File: config.mk
export PLATFORM = sky130hd
export DESIGN_NAME = fp16_minmax_seq
export DESIGN_NICKNAME = d
export VERILOG_FILES = /design/src/rtl/fp16_pkg.sv /design/src/rtl/fp16_cmp.sv /design/src/rtl/fp16_minmax_seq.sv
export SDC_FILE = /design/constraint.sdc
export NUM_CORES = 1
export LEC_CHECK = 0
export CORE_MARGIN = 2
export CORE_UTILIZATION = 55
export CTS_CLUSTER_SIZE = 25
export DETAILED_ROUTE_END_ITERATION = 8
export PLACE_DENSITY = 0.9
export SYNTH_ARGS = -nofsm -noshare
export SYNTH_HDL_FRONTEND = slang
export SYNTH_SLANG_ARGS = --single-unit
export TNS_END_PERCENT = 1
File: constraint.sdc
create_clock -name clk -period 8.2 [get_ports clk]
set_clock_uncertainty 0.15 [all_clocks]
set_input_delay 0.82 -clock clk [delete_from_list [all_inputs] [get_ports clk]]
set_output_delay 0.82 -clock clk [all_outputs]
set_load 0.03 [all_outputs]
File: src/rtl/fp16_pkg.sv
// Shared fp16 definitions: field widths, canonical quiet NaN, NaN test and the
// state type of the min/max reduction engine.
package fp16_pkg;

  localparam int FP16_W     = 16;
  localparam int FP16_EXP_W = 5;
  localparam int FP16_MAN_W = 10;

  localparam logic [FP16_W-1:0] FP16_QNAN = 16'h7E00;

  typedef enum logic [1:0] {
    FETCH   = 2'd0,
    CMP_MAX = 2'd1,
    CMP_MIN = 2'd2,
    OUT     = 2'd3
  } fp16_minmax_state_t;

  function automatic logic fp16_is_nan(input logic [FP16_W-1:0] x);
    return (&x[FP16_W-2 -: FP16_EXP_W]) && (|x[FP16_MAN_W-1:0]);
  endfunction

endpackage

File: src/rtl/fp16_cmp.sv
// Combinational fp16 magnitude comparator. Zeros of either sign compare equal;
// a NaN on either side makes both gt and lt low.
module fp16_cmp
  import fp16_pkg::*;
(
  input  logic [FP16_W-1:0] a,
  input  logic [FP16_W-1:0] b,
  output logic              gt,
  output logic              lt
);

  logic [FP16_W-2:0] mag_a, mag_b;
  assign mag_a = a[FP16_W-2:0];
  assign mag_b = b[FP16_W-2:0];

  always_comb begin
    gt = 1'b0;
    lt = 1'b0;
    if (fp16_is_nan(a) || fp16_is_nan(b)) begin
      gt = 1'b0;
      lt = 1'b0;
    end else if ((mag_a == '0) && (mag_b == '0)) begin
      gt = 1'b0;
      lt = 1'b0;
    end else if (a[FP16_W-1] != b[FP16_W-1]) begin
      gt = b[FP16_W-1];
      lt = a[FP16_W-1];
    end else if (!a[FP16_W-1]) begin
      gt = mag_a > mag_b;
      lt = mag_a < mag_b;
    end else begin
      // both negative: larger magnitude is the smaller value
      gt = mag_a < mag_b;
      lt = mag_a > mag_b;
    end
  end

endmodule

File: src/rtl/fp16_minmax_seq.sv
// Sequential fp16 min/max reduction sharing one comparator across max and min.
// Define FP16_MINMAX_IDX_EN to keep first-occurrence index tracking.
module fp16_minmax_seq
  import fp16_pkg::*;
#(
  parameter int IDX_W = 8
) (
  input  logic              clk,
  input  logic              rst_n,
  input  logic              in_valid,
  output logic              in_ready,
  input  logic [15:0]       in_data,
  input  logic              in_last,
  output logic              out_valid,
  input  logic              out_ready,
  output logic [15:0]       out_max,
  output logic [15:0]       out_min,
  output logic [IDX_W-1:0]  out_max_idx,
  output logic [IDX_W-1:0]  out_min_idx,
  output logic [IDX_W-1:0]  out_count,
  output logic              out_unord,
  output logic              busy
);

  fp16_minmax_state_t state_q, state_d;

  logic [15:0]      sample_q, max_q, min_q;
  logic             last_q, empty_q, unord_q;
  logic [IDX_W-1:0] count_q;
  logic             in_fire, in_nan, cmp_gt, cmp_lt;
  logic [15:0]      cmp_b;

  assign in_fire = in_valid && in_ready;
  assign in_nan  = fp16_is_nan(in_data);
  assign cmp_b   = (state_q == CMP_MIN) ? min_q : max_q;

  fp16_cmp u_cmp (
    .a  (sample_q),
    .b  (cmp_b),
    .gt (cmp_gt),
    .lt (cmp_lt)
  );

  always_ff @(posedge clk) begin
    if (!rst_n) state_q <= FETCH;
    else        state_q <= state_d;
  end

  always_comb begin
    state_d   = state_q;
    in_ready  = 1'b0;
    out_valid = 1'b0;
    case (state_q)
      FETCH: begin
        in_ready = rst_n;
        if (in_fire) begin
          if (in_nan || empty_q) state_d = in_last ? OUT : FETCH;
          else                   state_d = CMP_MAX;
        end
      end
      CMP_MAX: state_d = CMP_MIN;
      CMP_MIN: state_d = last_q ? OUT : FETCH;
      OUT: begin
        out_valid = 1'b1;
        if (out_ready) state_d = FETCH;
      end
      default: state_d = FETCH;
    endcase
  end

  always_ff @(posedge clk) begin
    if (!rst_n) begin
      sample_q <= '0;
      max_q    <= '0;
      min_q    <= '0;
      last_q   <= 1'b0;
      empty_q  <= 1'b1;
      unord_q  <= 1'b0;
      count_q  <= '0;
    end else begin
      case (state_q)
        FETCH: if (in_fire) begin
          sample_q <= in_data;
          last_q   <= in_last;
          if (count_q != {IDX_W{1'b1}}) count_q <= count_q + 1'b1;
          if (in_nan) begin
            unord_q <= 1'b1;
            // an all-NaN vector reports the canonical quiet NaN
            if (empty_q) begin
              max_q <= FP16_QNAN;
              min_q <= FP16_QNAN;
            end
          end else if (empty_q) begin
            max_q   <= in_data;
            min_q   <= in_data;
            empty_q <= 1'b0;
          end
        end
        CMP_MAX: if (cmp_gt) max_q <= sample_q;
        CMP_MIN: if (cmp_lt) min_q <= sample_q;
        OUT: if (out_ready) begin
          count_q <= '0;
          unord_q <= 1'b0;
          empty_q <= 1'b1;
        end
        default: ;
      endcase
    end
  end

`ifdef FP16_MINMAX_IDX_EN
  logic [IDX_W-1:0] sample_idx_q, max_idx_q, min_idx_q;

  always_ff @(posedge clk) begin
    if (!rst_n) begin
      sample_idx_q <= '0;
      max_idx_q    <= '0;
      min_idx_q    <= '0;
    end else begin
      case (state_q)
        FETCH: if (in_fire) begin
          sample_idx_q <= count_q;
          if (in_nan) begin
            if (empty_q) begin
              max_idx_q <= '0;
              min_idx_q <= '0;
            end
          end else if (empty_q) begin
            max_idx_q <= count_q;
            min_idx_q <= count_q;
          end
        end
        CMP_MAX: if (cmp_gt) max_idx_q <= sample_idx_q;
        CMP_MIN: if (cmp_lt) min_idx_q <= sample_idx_q;
        default: ;
      endcase
    end
  end

  assign out_max_idx = max_idx_q;
  assign out_min_idx = min_idx_q;
`else
  assign out_max_idx = '0;
  assign out_min_idx = '0;
`endif

  assign out_max   = max_q;
  assign out_min   = min_q;
  assign out_count = count_q;
  assign out_unord = unord_q;
  assign busy      = !((state_q == FETCH) && empty_q && (count_q == '0));

endmodule

==> results of run 1 <==
state kept, by name (all words and copies together), names as in the netlist:
register and flops:
empty_q 1, last_q 1, out_count 8, out_max 16, out_min 16, out_unord 1, sample_q 16, state_q 2
cells in the mapped netlist, types with 3 or more instances:
| master | instances | share of area, % |
|---|---|---|
| ha_1 | 16 | 5.3 |
| a21boi_0 | 4 | 0.80 |
| nand2_1 | 160 | 16 |
| o21ai_0 | 43 | 5.7 |
| nor2_1 | 21 | 2.1 |
| nand3_1 | 12 | 1.6 |
| a21o_1 | 4 | 0.80 |
| nor2b_1 | 4 | 0.67 |
| buf_4 | 17 | 3.4 |
| buf_2 | 3 | 0.40 |
| mux2_2 | 5 | 1.5 |
| xnor2_1 | 5 | 1.2 |
| nand2b_1 | 5 | 0.83 |
| nor4_1 | 9 | 1.5 |
| nor3_1 | 5 | 0.67 |
| buf_6 | 3 | 0.90 |
| clkbuf_1 | 20 | 2.0 |
| a21oi_1 | 6 | 0.80 |
| mux2i_1 | 48 | 13 |
| inv_1 | 5 | 0.50 |
| and3_1 | 3 | 0.50 |
| dfxtp_1 | 61 | 33 |
| nand4_1 | 7 | 1.2 |
| xor2_1 | 3 | 0.70 |
final timing paths:
path	end	startpoint	slack (ps)	cells after the start
min reg2reg	out_min[12]	out_min[12]	340	2
max reg2reg	out_max[1]	state_q[0]	3960	11
min	out_min[12]	out_min[12]	340	2
max	out_max[1]	state_q[0]	3960	11
power groups by stage:
stage,sequential [W],clock (W),combinational (W)
2_1_floorplan,0.000381,0,0.000173
3_3_place_gp,0.000361,0,0.000263
3_5_place_dp,0.000362,0,0.000271
4_1_cts,0.000356,0.000250,0.000274
5_1_grt,0.000360,0.000263,0.000300
6_report,0.000358,0.000249,0.000277
cells in the final DEF, fill, tap and decap left out, drive strengths merged, types with 5 or more instances in the layout:
master	n
ha	16
conb	16
clkbuf	14
o21ai	44
buf	6
mux2	5
nor4	9
mux2i	48
nand4	7
a21oi	6
nand3	12
clkdlybuf4s50	63
inv	5
dfxtp	61
nand2b	5
xnor2	5
nand2	160
nor2	21
nor3	5
worst register-to-register path: cells and delay by family (launching register included):
family | cells | cell delay, ps
compound gates | 5 | 1810
fa+ha+maj | 1 | 280
buf+inv | 1 | 350
flops | 1 | 570
mux | 2 | 580
simple gates | 2 | 400
cell families after synthesis:
| group | Yosys count | share of synthesized area (%) |
|---|---|---|
| other cells | 1 | 0.100 |
| mux | 53 | 14.3 |
| buf+inv | 49 | 7.31 |
| flops | 61 | 32.6 |
| xor+xnor | 8 | 1.87 |
| compound gates | 69 | 11.2 |
| fa+ha+maj | 17 | 5.64 |
| simple gates | 235 | 27.0 |
layer usage:
layer | global-route usage, % | share of wire, % | up-vias
li1 | - | - | 1749
met1 | 34.6 | 42 | 1699
met2 | 42.8 | 48 | 188
met3 | 6.19 | 7.9 | 36
met4 | 14.2 | 2.7 | 0
met5 | 0 | 0 | -
layout make-up:
cell class	instances	area, um^2	area share, %
multi-input cells	398	2330	51.5
flip-flops and latches	61	1220	27.0
repair buffers	69	673	14.9
clock buffers	14	173	3.82
well taps	80	100	2.21
inverters	5	18.8	0.415
clock inverters	1	5.00	0.111
through the flow:
| step | hold slack (ps) | worst slack, ps | area (um^2) | cells | utilization, % |
|---|---|---|---|---|---|
| 2_1_floorplan | 300 | 4280 | 3810 | 508 | - |
| 3_3_place_gp | 318 | 4220 | 4340 | 613 | 65.0 |
| 3_5_place_dp | 317 | 4020 | 4340 | 613 | 65.0 |
| 4_1_cts | 344 | 3960 | 4520 | 628 | 67.6 |
| 5_1_grt | 363 | 3680 | 4520 | 628 | 67.7 |
| 6_report | 344 | 3960 | 4520 | 628 | 67.7 |
==> flow_summary_export.csv, run 1 <==
group,metric,value,unit
job,drv_cap,0,
clock_network,cts_htree_levels,3,
sta,finalWorstPathRequiredPeriod,4240,ps
sta,fmax,236,MHz
drt,drt_iter0_markers,320,
floorplanning,coreArea,0.00668,mm^2
layout,drive_gt1_share,5.47,%
placement,gp_congestion,0.944,
power,swShare,35.4,%
power,power.density,195,mW/mm^2
power,peakVddDrop,0.000123,V
sta,setup_violations,0,
power,combPwrFrac,31.3,%
power,p_clk_share,28.2,%
global_route,overflow,0,
power,p_total,0.000883,W
clock_network,clk_latency,350,ps
drt,vias,3672,
synthesis,yosys_warnings,0,
placement,hpwl,7.07,mm
critical_path,critPathMaxStageDelay,880,ps
global_route,grt_max_degree,89,
drt,drc,0,
clock_network,clk_pin_slew,70,ps
critical_path,critPathArrivalTime,4350,ps
power,power.internal,0.000571,W
clock_network,cts.sinks,61,
sta,report.final.hold_viol_count,0,
drt,firstDrtPassIters,5,
synthesis,postSynthCellCount,493,
floorplanning,die-area,0.00749,mm^2
synthesis,synth_edf_count,0,
sta,tightest_slew,1100,ps
floorplanning,io_pins,81,
global_route,antenna_found_initial,0,
clock_network,cts_tree,"yes",
layout,antennaDiodeCount,0,
synthesis,dominantRegCellSynth,"dfxtp_1",
synthesis,synth_cell_types,45,
critical_path,crit_path_end_kind,"register",
critical_path,critPathRequiredTime,8310,ps
synthesis,synth_area,0.00375,mm^2
floorplanning,die_x,86.6,um
outcome,status,"completed",
floorplanning,start_util,56.1,%
power,power_switching,0.000312,W
sta,slew-limit-headroom,26.4,%
clock_network,postCtsHoldBufs,0,
power,seqPwrFrac,40.5,%
layout,fill_cells,540,
critical_path,timing.critical_path.buf_inv,1,
synthesis,ys_async_sr_fraction,0,%
drt,via_per_inst,5.85,
critical_path,cp_common_cell,"mux2i_1",
synthesis,avgSynthCellArea,7.61,um^2
global_route,first_global_vias,3405,
drt,finalWirelength,9.90,mm
placement,portBuffers,64,
layout,areaGrowthSynthToFinish,20.6,%
sta,period_share,51.7,%
critical_path,slowest_stage,"o41a_1",
power,leakage,1.93,nW
clock_network,cts_resized,0,
critical_path,path_class,"reg -> reg",
drt,wl_per_cell,15.8,um
clock_network,numCtsBuffers,9,
critical_path,path_max_fanout,25,
synthesis,ys_seq_elements,61,
sta,rsz0062_at_grt,"false",
hold_path,hp-class,"reg -> reg",
synthesis,yosysSeqAreaShare,32.6,%
layout,final_nets,581,
drt,ant_nets,0,
critical_path,worstPathCellList,"nand2b_1 -> buf_4 -> mux2i_1 -> ha_1 -> and4_1 -> a21o_1 -> a311o_1 -> a211o_1 -> a21boi_0 -> o41a_1 -> mux2i_1",
floorplanning,fp.dieH,86.6,um
critical_path,critPathLaunchType,"register",
sta,tns,0,ps
global_route,grt_pass1_wl,16.0,mm
clock_network,clockBufferDepth,2,
clock_network,cts_setup_buffers,0,
critical_path,cpLargestDelayFamily,"compound AO/OA/AOI/OAI gates",
sta,drv_slew,0,
clock_network,cts_root_buf,"clkbuf_8",
floorplanning,num_rows,30,
global_route,grtUsageTotal,27.1,%
Note: power is estimated with default switching activity, not from simulation.
==> run 2, diff against run 1 <==
CORE_UTILIZATION = 51   (was 55)
PLACE_DENSITY = 0.84   (was 0.9)
clock period = 4.2 ns   (was 8.2 ns; I/O delays follow)
==> run 2 against run 1 <==
  * Total power increased by 100%
  * Register-to-register slack lost 3600 ps
  * First-iteration DRC count down 23%
  * Fmax rose by 11%
  * Sequential power grew 94%
  * Via count decreased by 1.9%
  * Setup slack got worse by 3600 ps
  * Largest cell class unchanged
  * Highest routed layer unchanged
==> flow_summary_export.csv, run 2 (synthesis results as in run 1) <==
group,metric,value,unit
power,leakage,1.96,nW
drt,firstDrtPassIters,5,
clock_network,postCtsHoldBufs,0,
clock_network,clk_pin_slew,70,ps
sta,fmax,262,MHz
sta,tns,0,ps
critical_path,path_class,"reg -> reg",
power,power.density,384,mW/mm^2
floorplanning,die-area,0.00805,mm^2
sta,rsz0062_at_grt,"false",
drt,route.met3.wl,765,um
sta,report.final.hold_viol_count,0,
global_route,grt_pass1_wl,15.7,mm
clock_network,numCtsBuffers,9,
critical_path,critPathArrivalTime,3880,ps
critical_path,crit_path_end_kind,"register",
layout,final_nets,583,
layout,antennaDiodeCount,0,
drt,via_per_inst,5.54,
drt,wl_met2,4.42,mm
sta,slew-limit-headroom,45.6,%
global_route,grtUsageTotal,23.7,%
placement,gp_congestion,0.905,
floorplanning,io_pins,81,
floorplanning,start_util,52.3,%
layout,drive_gt1_share,6.35,%
placement,portBuffers,64,
outcome,status,"completed",
clock_network,cts_setup_buffers,0,
critical_path,worstReg2RegStart,"state_q[0]",
clock_network,cts_resized,0,
clock_network,clockBufferDepth,2,
power,p_total,0.00177,W
clock_network,clk_latency,350,ps
layout,layout_common_cells,"nand2_1, clkdlybuf4s50_1, dfxtp_1",
sta,period_share,90.8,%
drt,finalWirelength,9.44,mm
critical_path,critPathRequiredTime,4270,ps
layout,fill_cells,602,
clock_network,cts_root_buf,"clkbuf_8",
floorplanning,fp.dieH,89.7,um
clock_network,cts.sinks,61,
drt,ant_nets,0,
drt,drt_iter0_markers,246,
placement,hpwl,6.84,mm
sta,setup_violations,0,
sta,tightest_slew,816,ps
sta,drv_slew,0,
drt,drc,0,
sta,finalWorstPathRequiredPeriod,3810,ps
layout,final_common_cell,"nand2_1",
drt,highest_layer,"met4",
drt,vias,3603,
global_route,antenna_found_initial,0,
clock_network,cts_htree_levels,3,
floorplanning,num_rows,31,
power,peakVddDrop,0.000192,V
hold_path,hp-class,"reg -> reg",
floorplanning,coreArea,0.00718,mm^2
global_route,grt_max_degree,88,
clock_network,cts_tree,"yes",
critical_path,critPathLaunchType,"register",
global_route,overflow,0,
hold_path,worstHoldStart,"last_q",
global_route,first_global_vias,3289,
layout,areaGrowthSynthToFinish,22.9,%
drt,wl_met1,4.00,mm
drt,wl_per_cell,14.5,um
critical_path,path_max_fanout,25,
critical_path,reg2reg_slack,390,ps
job,drv_cap,0,
floorplanning,die_x,89.7,um
critical_path,setup.worst_path.start,"state_q[0]",
==> run 2: power breakdown <==
group	internal [W]	total [W]	switching, W	leakage [nW]
registers	0.000627	0.000696	0.0000690	0.498
logic	0.000235	0.000542	0.000307	1.36
clock network	0.000275	0.000530	0.000255	0.0954
==> run 2: final cells by class <==
class,count,area (um^2),area share (%)
clock inverter,7,76.3,1.66
clock buffer,9,124,2.69
timing repair buffer,71,713,15.5
sequential,61,1220,26.5
tap,99,124,2.69
multi-input combinational,398,2330,50.6
inverter,5,18.8,0.407
==> run 2: final timing paths <==
path | to | cells past startpoint
setup / recovery | out_max[11] | 11
hold / removal | last_q | 2
setup reg to reg | out_max[11] | 11
hold reg to reg | last_q | 2
==> run 2: layer usage <==
| layer | track usage [%] | vias up |
|---|---|---|
| met5 | 0 | - |
| met4 | 11.3 | 0 |
| met3 | 5.95 | 23 |
| met2 | 38.9 | 159 |
| met1 | 29.3 | 1654 |
| li1 | - | 1767 |
==> run 2: critical path, stage by stage (launching register included) <==
cell      delay (ps)
dfxtp_1          540
nand2b_1         210
buf_12           210
mux2i_1          270
ha_1             290
a21oi_1          150
o21ai_0          120
a311o_1          330
a211o_1          300
and3_1           180
o41a_2           710
mux2i_1          200
==> run 2: through the flow <==
step	cells	utilization, %	hold slack [ps]	setup WS, ps	area [um^2]
2_1_floorplan	508	-	300	284	3810
5_1_grt	650	64.2	375	170	4610
4_1_cts	650	64.2	338	162	4610
3_5_place_dp	634	61.4	326	178	4410
6_report	650	64.2	337	387	4610
3_3_place_gp	634	61.4	320	378	4410
